$ cat src/rtl/spi_bus_monitor.sv
// Passive SPI bus monitor: decodes MOSI/MISO into parallel words in any CKP/CPH mode.
// Optional truncated-word error reporting is enabled by defining SPI_MON_ERR_EN.
module spi_bus_monitor #(
    parameter int WORD_W = 16,
    parameter int CNT_W  = 8
) (
    input  logic              clk,
    input  logic              rst,
    input  logic              CKP,
    input  logic              CPH,
    input  logic              CS,
    input  logic              SCK,
    input  logic              MOSI,
    input  logic              MISO,
    output logic [WORD_W-1:0] mosi_word,
    output logic [WORD_W-1:0] miso_word,
    output logic              word_valid,
    output logic [CNT_W-1:0]  word_count,
    output logic              busy,
    output logic              frame_err,
    output logic [CNT_W-1:0]  err_cnt
);

    // state  | meaning
    // RESYNC | after reset; wait for CS high before trusting the bus
    // IDLE   | CS high; wait for CS falling edge to start a frame
    // SHIFT  | CS low; shift one bit per sample edge, emit a word every WORD_W bits
    typedef enum logic [1:0] {
        ST_RESYNC,
        ST_IDLE,
        ST_SHIFT
    } state_t;

    localparam int BIT_W = $clog2(WORD_W);

    state_t state, state_nx;

    logic [2:0]        cs_sync, sck_sync;
    logic [1:0]        mosi_sync, miso_sync;
    logic              ckp_l, cph_l;
    logic [BIT_W-1:0]  bit_cnt;
    logic [WORD_W-1:0] mosi_sr, miso_sr;
    logic [WORD_W-1:0] mosi_next, miso_next;
    logic              cs_rise, cs_fall, sck_rise, sck_fall, sample;
    logic              start, shift_en, word_done;

    // CS syncs reset low so RESYNC only leaves on a genuinely high CS
    always_ff @(posedge clk or negedge rst) begin
        if (!rst) begin
            cs_sync   <= '0;
            sck_sync  <= '0;
            mosi_sync <= '0;
            miso_sync <= '0;
        end else begin
            cs_sync   <= {cs_sync[1:0], CS};
            sck_sync  <= {sck_sync[1:0], SCK};
            mosi_sync <= {mosi_sync[0], MOSI};
            miso_sync <= {miso_sync[0], MISO};
        end
    end

    assign cs_rise   = cs_sync[1] & ~cs_sync[2];
    assign cs_fall   = ~cs_sync[1] & cs_sync[2];
    assign sck_rise  = sck_sync[1] & ~sck_sync[2];
    assign sck_fall  = ~sck_sync[1] & sck_sync[2];
    assign sample    = (ckp_l == cph_l) ? sck_rise : sck_fall;
    assign mosi_next = {mosi_sr[WORD_W-2:0], mosi_sync[1]};
    assign miso_next = {miso_sr[WORD_W-2:0], miso_sync[1]};
    assign busy      = (state == ST_SHIFT);

    always_ff @(posedge clk or negedge rst) begin
        if (!rst) begin
            state <= ST_RESYNC;
        end else begin
            state <= state_nx;
        end
    end

    always_comb begin
        state_nx  = state;
        start     = 1'b0;
        shift_en  = 1'b0;
        word_done = 1'b0;
        case (state)
            ST_RESYNC: begin
                if (cs_sync[1]) state_nx = ST_IDLE;
            end
            ST_IDLE: begin
                if (cs_fall) begin
                    state_nx = ST_SHIFT;
                    start    = 1'b1;
                end
            end
            ST_SHIFT: begin
                // a CS edge in the same cycle as a sample edge drops the sample
                if (cs_rise) begin
                    state_nx = ST_IDLE;
                end else if (sample) begin
                    shift_en  = 1'b1;
                    word_done = (bit_cnt == BIT_W'(WORD_W - 1));
                end
            end
            default: state_nx = ST_RESYNC;
        endcase
    end

    always_ff @(posedge clk or negedge rst) begin
        if (!rst) begin
            ckp_l      <= 1'b0;
            cph_l      <= 1'b0;
            bit_cnt    <= '0;
            mosi_sr    <= '0;
            miso_sr    <= '0;
            mosi_word  <= '0;
            miso_word  <= '0;
            word_valid <= 1'b0;
            word_count <= '0;
        end else begin
            word_valid <= word_done;
            if (start) begin
                ckp_l      <= CKP;
                cph_l      <= CPH;
                bit_cnt    <= '0;
                word_count <= '0;
            end
            if (shift_en) begin
                mosi_sr <= mosi_next;
                miso_sr <= miso_next;
                bit_cnt <= word_done ? '0 : bit_cnt + 1'b1;
            end
            if (word_done) begin
                mosi_word <= mosi_next;
                miso_word <= miso_next;
                if (word_count != '1) word_count <= word_count + 1'b1;
            end
        end
    end

`ifdef SPI_MON_ERR_EN
    logic cut_word;
    assign cut_word = (state == ST_SHIFT) && cs_rise && (bit_cnt != '0);

    always_ff @(posedge clk or negedge rst) begin
        if (!rst) begin
            frame_err <= 1'b0;
            err_cnt   <= '0;
        end else begin
            frame_err <= cut_word;
            if (cut_word && (err_cnt != '1)) err_cnt <= err_cnt + 1'b1;
        end
    end
`else
    assign frame_err = 1'b0;
    assign err_cnt   = '0;
`endif

endmodule

$ cat config.mk
export PLATFORM = sky130hd
export DESIGN_NAME = spi_bus_monitor
export DESIGN_NICKNAME = d
export VERILOG_FILES = /design/src/rtl/spi_bus_monitor.sv
export SDC_FILE = /design/constraint.sdc
export NUM_CORES = 1
export LEC_CHECK = 0
export CAP_MARGIN = 20
export CORE_ASPECT_RATIO = 0.6
export CORE_MARGIN = 4
export CORE_UTILIZATION = 45
export CTS_BUF_LIST = sky130_fd_sc_hd__clkbuf_16
export DETAILED_ROUTE_END_ITERATION = 8
export PLACE_DENSITY = 0.8
export REMOVE_ABC_BUFFERS = 1
export SYNTH_ARGS = -nofsm -noshare
export SYNTH_HDL_FRONTEND = slang
export SYNTH_SLANG_ARGS = --single-unit
$ cat constraint.sdc
create_clock -name clk -period 2.5 [get_ports clk]
set_input_delay 0.75 -clock clk [delete_from_list [all_inputs] [get_ports clk]]
set_output_delay 0.75 -clock clk [all_outputs]
set_load 0.02 [all_outputs]
Word level (Yosys, flattened, before mapping)
Index checks and enable logic that the tools add are counted.
{"block": "totals", "register_bits": 89, "in_bits": 8, "out_inout_bits": 51, "elab_cells": 54}
{"block": "classes", "add_sub_neg": 2, "eq_ne": 8, "mux": 19, "bitwise_logic": 8, "n_reduce_logical": 3}
{"op": "$mux 8", "count": 3}
{"op": "$mux 4", "count": 3}
{"op": "$mux 1", "count": 9}
{"op": "$add 8x1->8 const B", "count": 1}
{"op": "$ne 8x8->1 const B", "count": 1}
{"op": "$mux 2", "count": 3}
{"op": "$pmux 2 s3", "count": 1}
{"op": "$add 4x1->4 const B", "count": 1}
{"op": "$and 1x1->1", "count": 4}
{"op": "$eq 4x4->1 const B", "count": 1}
{"op": "$ne 2x2->1 const B", "count": 2}
{"op": "$not 1->1", "count": 4}
{"op": "$reduce_and 3->1", "count": 1}
{"op": "$eq 2x1->1 const B", "count": 1}
{"op": "$eq 2x2->1 const B", "count": 1}
{"op": "$logic_not 2->1", "count": 1}
{"op": "$ne 2x1->1 const B", "count": 1}
{"op": "$reduce_bool 2->1", "count": 1}
{"op": "$eq 1x1->1", "count": 1}

Logic depth before layout (Yosys ltp)
{"block": "logic_depth", "ltp_word": 8, "depth_mapped": 6, "ltp_nobuf": 5}

Worst setup path before layout
OpenSTA, ideal clock, no wires.
{"block": "synth_path", "kind": "register to register", "startpoint": "reg cph_l", "endpoint": "reg miso_sr[10]", "setup_time_ns": 0.125, "t_arrival_ns": 1.755, "required_time_ns": 2.375, "path_slack_ns": 0.620, "path_stages_with_launch": 6, "n_path_buf": 1, "synth_period_minus_slack_ns": 1.880, "cell_sequence": "dfrtp_1 xnor2_1 mux2_4 nor2_4 buf_4 mux2_2"}
{"block": "synth_via", "elab_chain_cells": 5}
{"element": "start, declared", "line": "40", "rtl": "logic ckp_l, cph_l;"}
{"element": "start signal, assigned", "line": "110", "rtl": "cph_l <= 1'b0;"}
{"element": "start signal, assigned", "line": "122", "rtl": "cph_l <= CPH;"}
{"element": "$eq 1x1->1", "line": "66", "rtl": "assign sample = (ckp_l == cph_l) ? sck_rise : sck_fall;"}
{"element": "$mux 1", "line": "66"}
{"element": "$mux 1", "line": "98", "rtl": "end else if (sample) begin"}
{"element": "$mux 1", "line": "96", "rtl": "if (cs_rise) begin"}
{"element": "$mux 1", "line": "84", "rtl": "case (state)"}
{"element": "end signal, assigned", "line": "128", "rtl": "miso_sr <= miso_next;"}
{"element": "end, declared", "line": "42", "rtl": "logic [WORD_W-1:0] mosi_sr, miso_sr;"}
No other way between the ends.
A chain may end at the register's enable or synchronous reset.

Worst setup path after layout
{"block": "layout_path", "startpoint": "reg state[0]", "endpoint": "out busy"}
{"block": "layout_via", "elab_chain_cells": 1}
{"element": "start, declared", "line": "36", "rtl": "state_t state, state_nx;"}
{"element": "start signal, assigned", "line": "75", "rtl": "state <= state_nx;"}
{"element": "$eq 2x2->1", "line": "69", "rtl": "assign busy = (state == ST_SHIFT);"}
{"element": "end, declared", "line": "19", "rtl": "output logic busy,"}
No other way between the ends.

==> flow_summary_export.csv <==
group,metric,value,unit
global_route,global_route.usage.met2,22.5,%
clocking,clk_path_buf_depth,2,
detailed_routing,vias,2187,
sta,totalNegativeSetupSlack,0,ns
final_layout,layout.filler_cells,637,
setup_path,critPathBufInv,2,
detailed_routing,drcViolationCount,0,
pwr,vdd_ir_drop_max,353,µV
final_layout,flow.area_growth_from_synthesis,24.0,%
synthesis,yosys_register_bits,89,
synthesis,synth-seq-area-share,61.1,%
synthesis,mappedNetlistArea,3640,µm²
setup_path,critical-path-top-delay-family,"buffers and inverters",
global_route,met3_usage,5.17,%
sta,period_needed,2.44,ns
setup_path,kind_of_start_point_of_the_critical_path,"register",
synthesis,synth_cells,260,
synthesis,number_of_flops_mapped_to_enable_cells_by_yosys,0,
synthesis,synth.yosys.warnings,0,
final_layout,share_of_final_layout_standard_cells_stronger_than_drive_strength_1,26.2,%
global_route,pin_count_of_the_biggest_net_entering_global_routing,43,
clocking,clock_latency_reported_for_the_late_side_of_the_worst_skew_pair,0.33,ns
floorplan,die_area,9650,µm²
final_layout,layoutNonFillerInstCount,425,
sta,timing.final.setup_violations,0,
global_route,met1_usage,20.9,%
clocking,cts.repair_timing.setup_buffer_count,0,
detailed_routing,route.detailed.vias_per_inst,5.15,
synthesis,yosysTopAreaCellShare,61.1,%
place,routabilityCongestion,0.854,
setup_path,crit_chain,"nand2b_1, inv_1, clkdlybuf4s50_1",
setup_path,worst_ep_required_time,1.75,ns
final_layout,layout.area.seq,2230,µm²
synthesis,synth_largest_area_cell,"sky130_fd_sc_hd__dfrtp_1",
sta,min_period_over_period,97.4,%
floorplan,die_x,124,µm
clocking,cts_resized,0,
synthesis,ys_dominant_reg_cell,"sky130_fd_sc_hd__dfrtp_1",
detailed_routing,detail_route.first_pass.iterations,4,
place,placed_cells,411,
pwr,power.static_leakage,0.00215,µW
global_route,grt_busiest_layer,"met2",
clocking,clockRootBuffer,"sky130_fd_sc_hd__clkbuf_16",
status,run_status,"complete, no violations",
clocking,clock_tree_sinks,89,
synthesis,async_reset_ff_share,100,%
sta,rsz0062_at_grt,"no",
job,max_cap_viol_count,0,
floorplan,chipHeight,77.7,µm
setup_path,worst-endpoint-arrival,1.69,ns
global_route,grt_first_pass_wirelength,11200,µm
detailed_routing,wl_per_cell,15.7,µm
final_layout,insertedDiodeCount,0,
sta,hold_ws,0.347,ns
setup_path,path_depth,3,
sta,clock_skew,0.00507,ns
synthesis,synth_cell_types,44,
sta,achievable-frequency,0.411,GHz
setup_path,path_max_fanout,5,
place,dp.final_hpwl,4420,µm
global_route,antenna_found_initial,0,
floorplan,pin_count,59,
synthesis,ys_top_cells_by_area,"sky130_fd_sc_hd__dfrtp_1 (61%), sky130_fd_sc_hd__mux2_2 (17%), sky130_fd_sc_hd__buf_4 (2.3%)",
setup_path,critPathCaptureType,"primary output",
pwr,p_per_area,687,nW/µm²
global_route,number_of_global_route_vias_before_repair,2257,
clocking,clk_pin_slew_worst_paths,0.06,ns
clocking,numCtsBuffers,9,
setup_path,timing.critical_path.slowest_cell_delay,0.62,ns
clocking,cts-htree-levels,3,
clocking,cts_hold_buf,0,
sta,worst_pin_slew,0.772,ns
sta,finalHoldViolCount,0,
floorplan,placeableCoreArea,7880,µm²
min_path,hold_path_class,"register to register",
clocking,cts_tree,"built",
min_path,worst_hold_path.num_cells,0,
place,port_buffers,49,
global_route,groute.usage.overall,15.2,%
global_route,grt_overflow_total,0,
detailed_routing,drtAntennaViolNets,0,
final_layout,multi_input_comb_area,1290,µm²
detailed_routing,dr.first_iter.drc_count,91,
final_layout,final_nets,324,
sta,maxSlewViolCount,0,
setup_path,category_of_the_most_critical_setup_path,"register to primary output",
final_layout,most_frequent_standard_cell_in_the_layout_excluding_fill_and_tap_cells,"sky130_fd_sc_hd__dfrtp_1",
synthesis,synth_area_per_cell,14.0,µm²
sta,timing.max_slew.rel_slack,47.8,%
detailed_routing,wirelength,6670,µm
final_layout,layout_common_cells,"sky130_fd_sc_hd__dfrtp_1 (89), sky130_fd_sc_hd__mux2_2 (56), sky130_fd_sc_hd__clkdlybuf4s50_1 (48)",
setup_path,r2r.worst_path.cells,4,
floorplan,floorplan.initialDensity,46.2,%
setup_path,critical-path-slowest-cell,"sky130_fd_sc_hd__clkdlybuf4s50_1",
final_layout,utilization,57.3,%
floorplan,std_cell_rows,25,
## metal layers
metal | up-vias | part of all wire (%)
li1 | 1017 | -
met1 | 1101 | 47
met2 | 60 | 46
met3 | 9 | 5.4
met4 | 0 | 1.5
met5 | - | 0
## final timing paths
path | start | to | slack [ns]
worst max-delay path | state[0] | busy | 0.06
worst min-delay path | sck_sync[0] | sck_sync[1] | 0.35
worst max register to register | cph_l | mosi_word[15] | 0.29
worst min register to register | sck_sync[0] | sck_sync[1] | 0.35
max in group asynchronous | rst | mosi_sr[5] | 1.50
min in group asynchronous | rst | sck_sync[1] | 0.40
## cells by family (layout without fill, tap and decap cells)
logic type	count (synthesis)	in the layout	synth area share [%]
buffers and inverters	25	74	4.36
flip-flops	89	89	61.1
AND/OR/NAND/NOR	54	54	8.55
XOR/XNOR	2	2	0.481
other	1	9	0.103
adder cells (fa/ha/maj)	2	2	0.687
AO/OA/AOI/OAI	21	21	4.19
multiplexers	66	66	20.5
## flip-flops by register name, indices dropped and copies added, names as in the netlist, 3 cells and up
register and cells:
miso_word 16, mosi_word 16, miso_sr 15, mosi_sr 15
word_count 8, bit_cnt 4, cs_sync 3, sck_sync 3
## through the flow
step	area [µm²]	setup slack [ns]	total power, µW
2_1_floorplan	3540	0.459	1690
3_5_place_dp	4220	0.316	1780
3_3_place_gp	4220	0.398	1770
5_1_grt	4520	0.00310	3230
6_report	4520	0.0644	3100
4_1_cts	4520	0.0626	3140
## layout make-up
cell class,count,share of cell area [%]
tap,108,2.99
sequential,89,49.3
timing repair buffer,53,12.0
multi-input combinational,154,28.5
inverter,7,0.582
clock inverter,5,1.61
clock buffer,9,4.99
## synthesized netlist by cell type (3+ instances only)
cell / number
sky130_fd_sc_hd__and3_1: 3
sky130_fd_sc_hd__buf_4: 11
sky130_fd_sc_hd__nand4_1: 4
sky130_fd_sc_hd__a21oi_1: 3
sky130_fd_sc_hd__nand3_1: 8
sky130_fd_sc_hd__dfrtp_1: 89
sky130_fd_sc_hd__o21ai_0: 4
sky130_fd_sc_hd__buf_6: 3
sky130_fd_sc_hd__mux2_1: 6
sky130_fd_sc_hd__mux2_2: 56
sky130_fd_sc_hd__nand2_1: 16
sky130_fd_sc_hd__nand2b_1: 7
sky130_fd_sc_hd__inv_1: 7
sky130_fd_sc_hd__clkbuf_1: 3
sky130_fd_sc_hd__a31o_2: 3
## where the power goes
part / switching [µW] / total [µW] / internal, µW
clock network: 493 / 1350 / 854
registers: 41.4 / 1540 / 1500
logic: 130 / 219 / 89.4
total: 664 / 3100 / 2440
Note: power is estimated with default switching activity, not from simulation.
